**src/rtl/dm_store_buffer.sv**
```systemverilog
// -----------------------------------------------------------------------------
// dm_store_buffer
//
// In-order store buffer between the memory-stage pipeline register and the
// 1 KiB data memory (dm_1k). Stores (sw / sb) are queued in a small circular
// FIFO and drained into the memory one per cycle whenever a load does not need
// the memory port. Loads read dm_1k combinationally through this block and are
// stalled while any older store (queued, or being pushed this very cycle)
// overlaps their 4-byte read window, or while the buffer is full.
//
// Handshakes:
//   store side : a store is accepted on a rising edge where st_valid && st_ready.
//                While st_ready is low the pipeline holds st_* stable.
//   load side  : a load completes in any cycle where ld_valid && !ld_stall; the
//                read data is dm_1k.dout in that same cycle. While ld_stall is
//                high the pipeline holds ld_valid / ld_addr stable.
//
// Ports:
//   clk, rst_n          clock (rising edge) and asynchronous active-low reset
//   st_valid / st_ready store request / buffer has a free entry
//   st_byte             1 = sb (st_data[7:0] at st_addr), 0 = sw (4 bytes)
//   st_addr, st_data    store byte address and data
//   ld_valid, ld_addr   load request and byte address
//   ld_stall            load must be held this cycle
//   dm_addr, dm_din     memory port address and write data
//   dm_we, dm_sb        word-store / byte-store strobes (mutually exclusive)
//   count, empty        number of queued stores, count == 0
// -----------------------------------------------------------------------------
module dm_store_buffer #(
   parameter int DEPTH = 4,
   parameter int AW    = 10
) (
   input  logic                     clk,
   input  logic                     rst_n,
   input  logic                     st_valid,
   output logic                     st_ready,
   input  logic                     st_byte,
   input  logic [AW-1:0]            st_addr,
   input  logic [31:0]              st_data,
   input  logic                     ld_valid,
   input  logic [AW-1:0]            ld_addr,
   output logic                     ld_stall,
   output logic [AW-1:0]            dm_addr,
   output logic [31:0]              dm_din,
   output logic                     dm_we,
   output logic                     dm_sb,
   output logic [$clog2(DEPTH):0]   count,
   output logic                     empty
);

   localparam int PW = $clog2(DEPTH);
   localparam int CW = PW + 1;

   // ---------------------------------------------------------------------------
   // State
   // ---------------------------------------------------------------------------
   logic [PW-1:0]    head_q, head_d;
   logic [PW-1:0]    tail_q, tail_d;
   logic [CW-1:0]    count_q, count_d;

   logic [DEPTH-1:0] ent_byte_q, ent_byte_d;
   logic [AW-1:0]    ent_addr_q [DEPTH];
   logic [AW-1:0]    ent_addr_d [DEPTH];
   logic [31:0]      ent_data_q [DEPTH];
   logic [31:0]      ent_data_d [DEPTH];

   // ---------------------------------------------------------------------------
   // Control
   // ---------------------------------------------------------------------------
   logic             full;
   logic             push;
   logic             pop;
   logic             ld_own;
   logic             conflict;
   logic             push_hit;
   logic [DEPTH-1:0] valid_vec;
   logic [DEPTH-1:0] hit_vec;
   logic [PW-1:0]    slot_off;

   // Two windows on a 2^AW byte ring intersect exactly when the start of one
   // lies inside the other. Modular subtraction makes the wrap at the top of
   // memory fall out naturally, matching how dm_1k wraps its byte lanes.
   function automatic logic win_overlap(
      input logic [AW-1:0] la,
      input logic [AW-1:0] sa,
      input logic          sb_flag
   );
      logic [AW-1:0] st_off;
      logic [AW-1:0] ld_off;
      st_off = sa - la;
      ld_off = la - sa;
      return (st_off < AW'(4)) || (!sb_flag && (ld_off < AW'(4)));
   endfunction

   assign full     = (count_q == CW'(DEPTH));
   assign st_ready = !full;
   assign push     = st_valid && st_ready;

   // Slot i is live when its distance from head (mod DEPTH) is below count.
   always_comb begin
      valid_vec = '0;
      hit_vec   = '0;
      slot_off  = '0;
      for (int i = 0; i < DEPTH; i++) begin
         slot_off     = PW'(i) - head_q;
         valid_vec[i] = ({1'b0, slot_off} < count_q);
         hit_vec[i]   = win_overlap(ld_addr, ent_addr_q[i], ent_byte_q[i]);
      end
   end

   // A store pushed in the same cycle is older than the load in program order,
   // so it must be visible to the load as well.
   assign push_hit = push && win_overlap(ld_addr, st_addr, st_byte);
   assign conflict = ld_valid && ((|(valid_vec & hit_vec)) || push_hit);

   // Port arbitration. A full buffer always drains so stores cannot starve.
   assign ld_own = ld_valid && !conflict && !full;
   assign pop    = !ld_own && (count_q != '0);

   // A load that does not own the port is held. This also covers the case of
   // an empty buffer with an overlapping store pushed this cycle: the port is
   // idle, but the load must wait for that store to drain first.
   assign ld_stall = ld_valid && !ld_own;

   always_comb begin
      dm_addr = ld_addr;
      dm_din  = '0;
      dm_we   = 1'b0;
      dm_sb   = 1'b0;
      if (pop) begin
         dm_addr = ent_addr_q[head_q];
         dm_din  = ent_data_q[head_q];
         dm_we   = !ent_byte_q[head_q];
         dm_sb   = ent_byte_q[head_q];
      end
   end

   // ---------------------------------------------------------------------------
   // Next state
   // ---------------------------------------------------------------------------
   always_comb begin
      head_d     = head_q;
      tail_d     = tail_q;
      count_d    = count_q;
      ent_byte_d = ent_byte_q;
      ent_addr_d = ent_addr_q;
      ent_data_d = ent_data_q;

      if (push) begin
         ent_byte_d[tail_q] = st_byte;
         ent_addr_d[tail_q] = st_addr;
         ent_data_d[tail_q] = st_data;
         tail_d             = tail_q + PW'(1);
      end

      if (pop) begin
         head_d = head_q + PW'(1);
      end

      case ({push, pop})
         2'b10:   count_d = count_q + CW'(1);
         2'b01:   count_d = count_q - CW'(1);
         default: count_d = count_q;
      endcase
   end

   always_ff @(posedge clk or negedge rst_n) begin
      if (!rst_n) begin
         head_q     <= '0;
         tail_q     <= '0;
         count_q    <= '0;
         ent_byte_q <= '0;
         for (int i = 0; i < DEPTH; i++) begin
            ent_addr_q[i] <= '0;
            ent_data_q[i] <= '0;
         end
      end else begin
         head_q     <= head_d;
         tail_q     <= tail_d;
         count_q    <= count_d;
         ent_byte_q <= ent_byte_d;
         for (int i = 0; i < DEPTH; i++) begin
            ent_addr_q[i] <= ent_addr_d[i];
            ent_data_q[i] <= ent_data_d[i];
         end
      end
   end

   assign count = count_q;
   assign empty = (count_q == '0);

endmodule

```
**config.mk**
```make
export PLATFORM = sky130hd
export DESIGN_NAME = dm_store_buffer
export DESIGN_NICKNAME = d
export VERILOG_FILES = /design/src/rtl/dm_store_buffer.sv
export SDC_FILE = /design/constraint.sdc
export NUM_CORES = 1
export LEC_CHECK = 0
export CORE_UTILIZATION = 59
export DETAILED_ROUTE_END_ITERATION = 8
export DONT_BUFFER_PORTS = 1
export PLACE_DENSITY = 0.8
export SYNTH_ARGS = -nofsm -noshare
export SYNTH_HDL_FRONTEND = slang
export SYNTH_SLANG_ARGS = --single-unit
export TNS_END_PERCENT = 100
```
**constraint.sdc**
```tcl
create_clock -name clk -period 10.78 [get_ports clk]
set_clock_uncertainty 0.2 [all_clocks]
set_input_delay 3.234 -clock clk [delete_from_list [all_inputs] [get_ports clk]]
set_output_delay 3.234 -clock clk [all_outputs]
set_load 0.02 [all_outputs]
```
==> impl_results.md <==
- Post-CTS Setup Bufs: 0
- Setup WS pre-CTS: 0.4733 ns
- Cell Pwr Density: 326.3 nW/µm²
- Final-report setup violation count: 0
- Worst slew pin tran: 1.098 ns
- Number of global-route vias before repair: 9,434
- Detailed Routing Iterations Pass 1: 6
- Resized Gates After CTS: 0
- Critical-path cell list: inv_1 -> buf_4 -> ha_1 -> a21o_1 -> a31o_1 -> a21oi_1 -> o21ai_0 -> xnor2_1 -> or4_1 -> and2_1 -> and4_2 -> buf_4 -> nor3b_2
- Synthesized cell area: 12,580 µm²
- Crit path DAT: 6.92 ns
- Worst-path clk slew: 0.07 ns
- H-tree levels: 4
- Worst endpoint required time: 7.35 ns
- RSZ-0062 raised after global routing: false
- Effective utilization at floorplan: 60.05%
- Most frequent cells in the layout: 177 x dfrtp_1, 143 x mux2_2, 89 x nand2_1, 89 x ha_1, 78 x o21ai_0
- Drt wl/cell: 22.52 µm
- Post-route ant nets: 0
- Yosys warning total: 0
- I/O pin count: 107
- Crit path time final: 10.36 ns
- Cell mode on critical path: buf_4
- Floorplan core area: 20,960 µm²
- CTS Hold Bufs: 0
- Worst skew pair latency: 0.43 ns
- Synth Register Bits: 179
- Nets: 1,327
- Ant. Diodes: 0
- WP buf/inv: 3
- CTS tree: done
- WS Path Type: input port to primary output
- Die height: 148.0 µm
- DRC Markers: 0
- Clk buf depth: 2
- Clock Root Buffer: clkbuf_16
- Synth Instances: 1,206
- Fraction of layout cells with a size suffix above 1: 24.56%
- Async set-reset flop share out of synthesis: 100.0%
- Area of the multi-input gates: 7493 µm²
- Antenna violations before repair: 1
- Placer congestion estimate: 0.9888
- Global Route met3 Usage: 8.241%
- Worst path max stage delay: 0.56 ns
- # clock sinks: 179
- Grt met2 use: 48.62%
- Leakage power: 5.801 nW
- Die ar.: 21,920 µm²
- Fin. Hold Viols: 0
- # fillers: 1,639
- Hold slack: 0.3028 ns
- Max-slew violation count: 0
- Final setup TNS: 0 ns
- DIE WIDTH: 148.0 µm
- Achievable Freq: 96.54 MHz
- Area delta synth->final: 6.652%
- Worst Setup End Kind: primary output
- Global routing's busiest layer: met2
- Seq. cell area: 4484 µm²
- Final setup margin: 0.4215 ns
- Syn nets: 1,353
- Pwr Total: 4.379 mW
- DR vias: 9,577
- Peak VDD IR: 0.1948 mV
- GRT Overall Usage: 31.13%
- Period utilization: 96.09%
- Syn avg cell area: 10.43 µm²
- Placed cells: 1,436
- Num CTS Buffers: 17
- FP Rows: 53
- CP startpoint kind: input port
- Seq/Total Area, Yosys: 35.60%
- Min-Delay Path Class: register to register
- Status: completed
- Count of cell types in the netlist: 78
- DRT iter0 DRCs: 748
- Largest net degree at the start of global routing: 180
- Slowest CP cell: and4_2
- Max-cap violation count: 0
- GR Util met1: 40.64%
- Prevailing post-synth register cell: dfrtp_1
- Final wirelength: 33.06 mm
- First-pass GRT wire length: 52.12 mm
- DR vias/cell: 6.524
- # port buffers: 0
- Post-synth EDFFs: 0
- Grt total ovfl: 0
- Most common cell after layout, fill and taps aside: dfrtp_1
- Relative slew margins: 26.55%
- Delay-heaviest family, CP: simple AND/OR/NAND/NOR gates
- Final cell count without fillers: 1,468
- Worst-path maximum fanout: 30
- Detailed Place HPWL: 22.99 mm
[area by class of cell]
cell class                      count  area share [%]
Tap cell                          275           2.564
Multi-Input combinational cell    879           55.84
Clock buffer                       17           3.170
Timing Repair Buffer               29           1.622
Sequential cell                   179           33.41
Inverter                           74           2.070
Clock inverter                     15           1.324
[logic make-up after synthesis]
| kind of cell | count (synthesis) | share of synthesized area, % |
|---|---|---|
| AOI/OAI and AO/OA | 266 | 13.17 |
| xor gates and xnor gates | 42 | 2.923 |
| muxes | 191 | 20.89 |
| buffers and inverters | 148 | 4.942 |
| DFF | 179 | 35.60 |
| adders and majority gates | 90 | 9.009 |
| and+or+nand+nor | 290 | 13.47 |
[routing by layer]
metal  share of wire (%)  wire, µm
met2                  45     15000
met4                 4.5      1472
met1                  41     13500
met5                   0         0
met3                 9.3      3088
[cell usage after synthesis, types with 12 or more instances]
master / n / area, µm²
a211oi_1: 12 / 90.09
a21oi_1: 76 / 380.4
buf_1: 19 / 71.32
clkbuf_1: 35 / 131.4
dfrtp_1: 179 / 4479
ha_1: 89 / 1114
inv_1: 74 / 277.8
mux2_2: 143 / 1610
mux4_2: 43 / 968.4
nand2_1: 93 / 349.1
nand2b_1: 15 / 93.84
nor2_1: 39 / 146.4
nor2b_1: 22 / 137.6
nor3_1: 16 / 80.08
nor3b_1: 12 / 90.09
nor3b_2: 28 / 350.3
o21ai_0: 78 / 390.4
o21ai_1: 12 / 60.06
xnor2_1: 18 / 157.7
xor2_1: 24 / 210.2
[state kept, by name, summed over array words and instances, names as in the netlist]
register / count
ent_data_q: 128
count: 3
head_q: 2
ent_byte_q: 4
ent_addr_q: 40
tail_q: 2
[worst paths after layout]
kind	start	endpoint	slack, ns	depth (start not counted)
max in group asynchronous	rst_n	count[2]	7.74	0
setup / recovery	ld_addr[2]	dm_din[30]	0.42	13
hold reg to reg	ent_data_q[58]	ent_data_q[58]	0.30	1
setup reg to reg	head_q[1]	count[2]	5.32	16
min in group asynchronous	rst_n	ent_addr_q[35]	2.28	0
hold / removal	ent_data_q[58]	ent_data_q[58]	0.30	1
[per-stage QoR]
stage | instance area, µm² | utilization (%)
global route | 13420 | 64.04
CTS | 13420 | 64.04
finish | 13420 | 64.04
detailed placement | 12820 | 61.17
global placement | 12820 | 61.17
floorplan | 12580 | -
[power breakdown]
group,total (mW),switching (mW),internal [mW]
Sequential,1.31,0.301,1.01
Combinational,2.44,1.28,1.15
Clock,0.628,0.313,0.315
Total,4.38,1.90,2.48
Power figures use the tool's default switching activity.
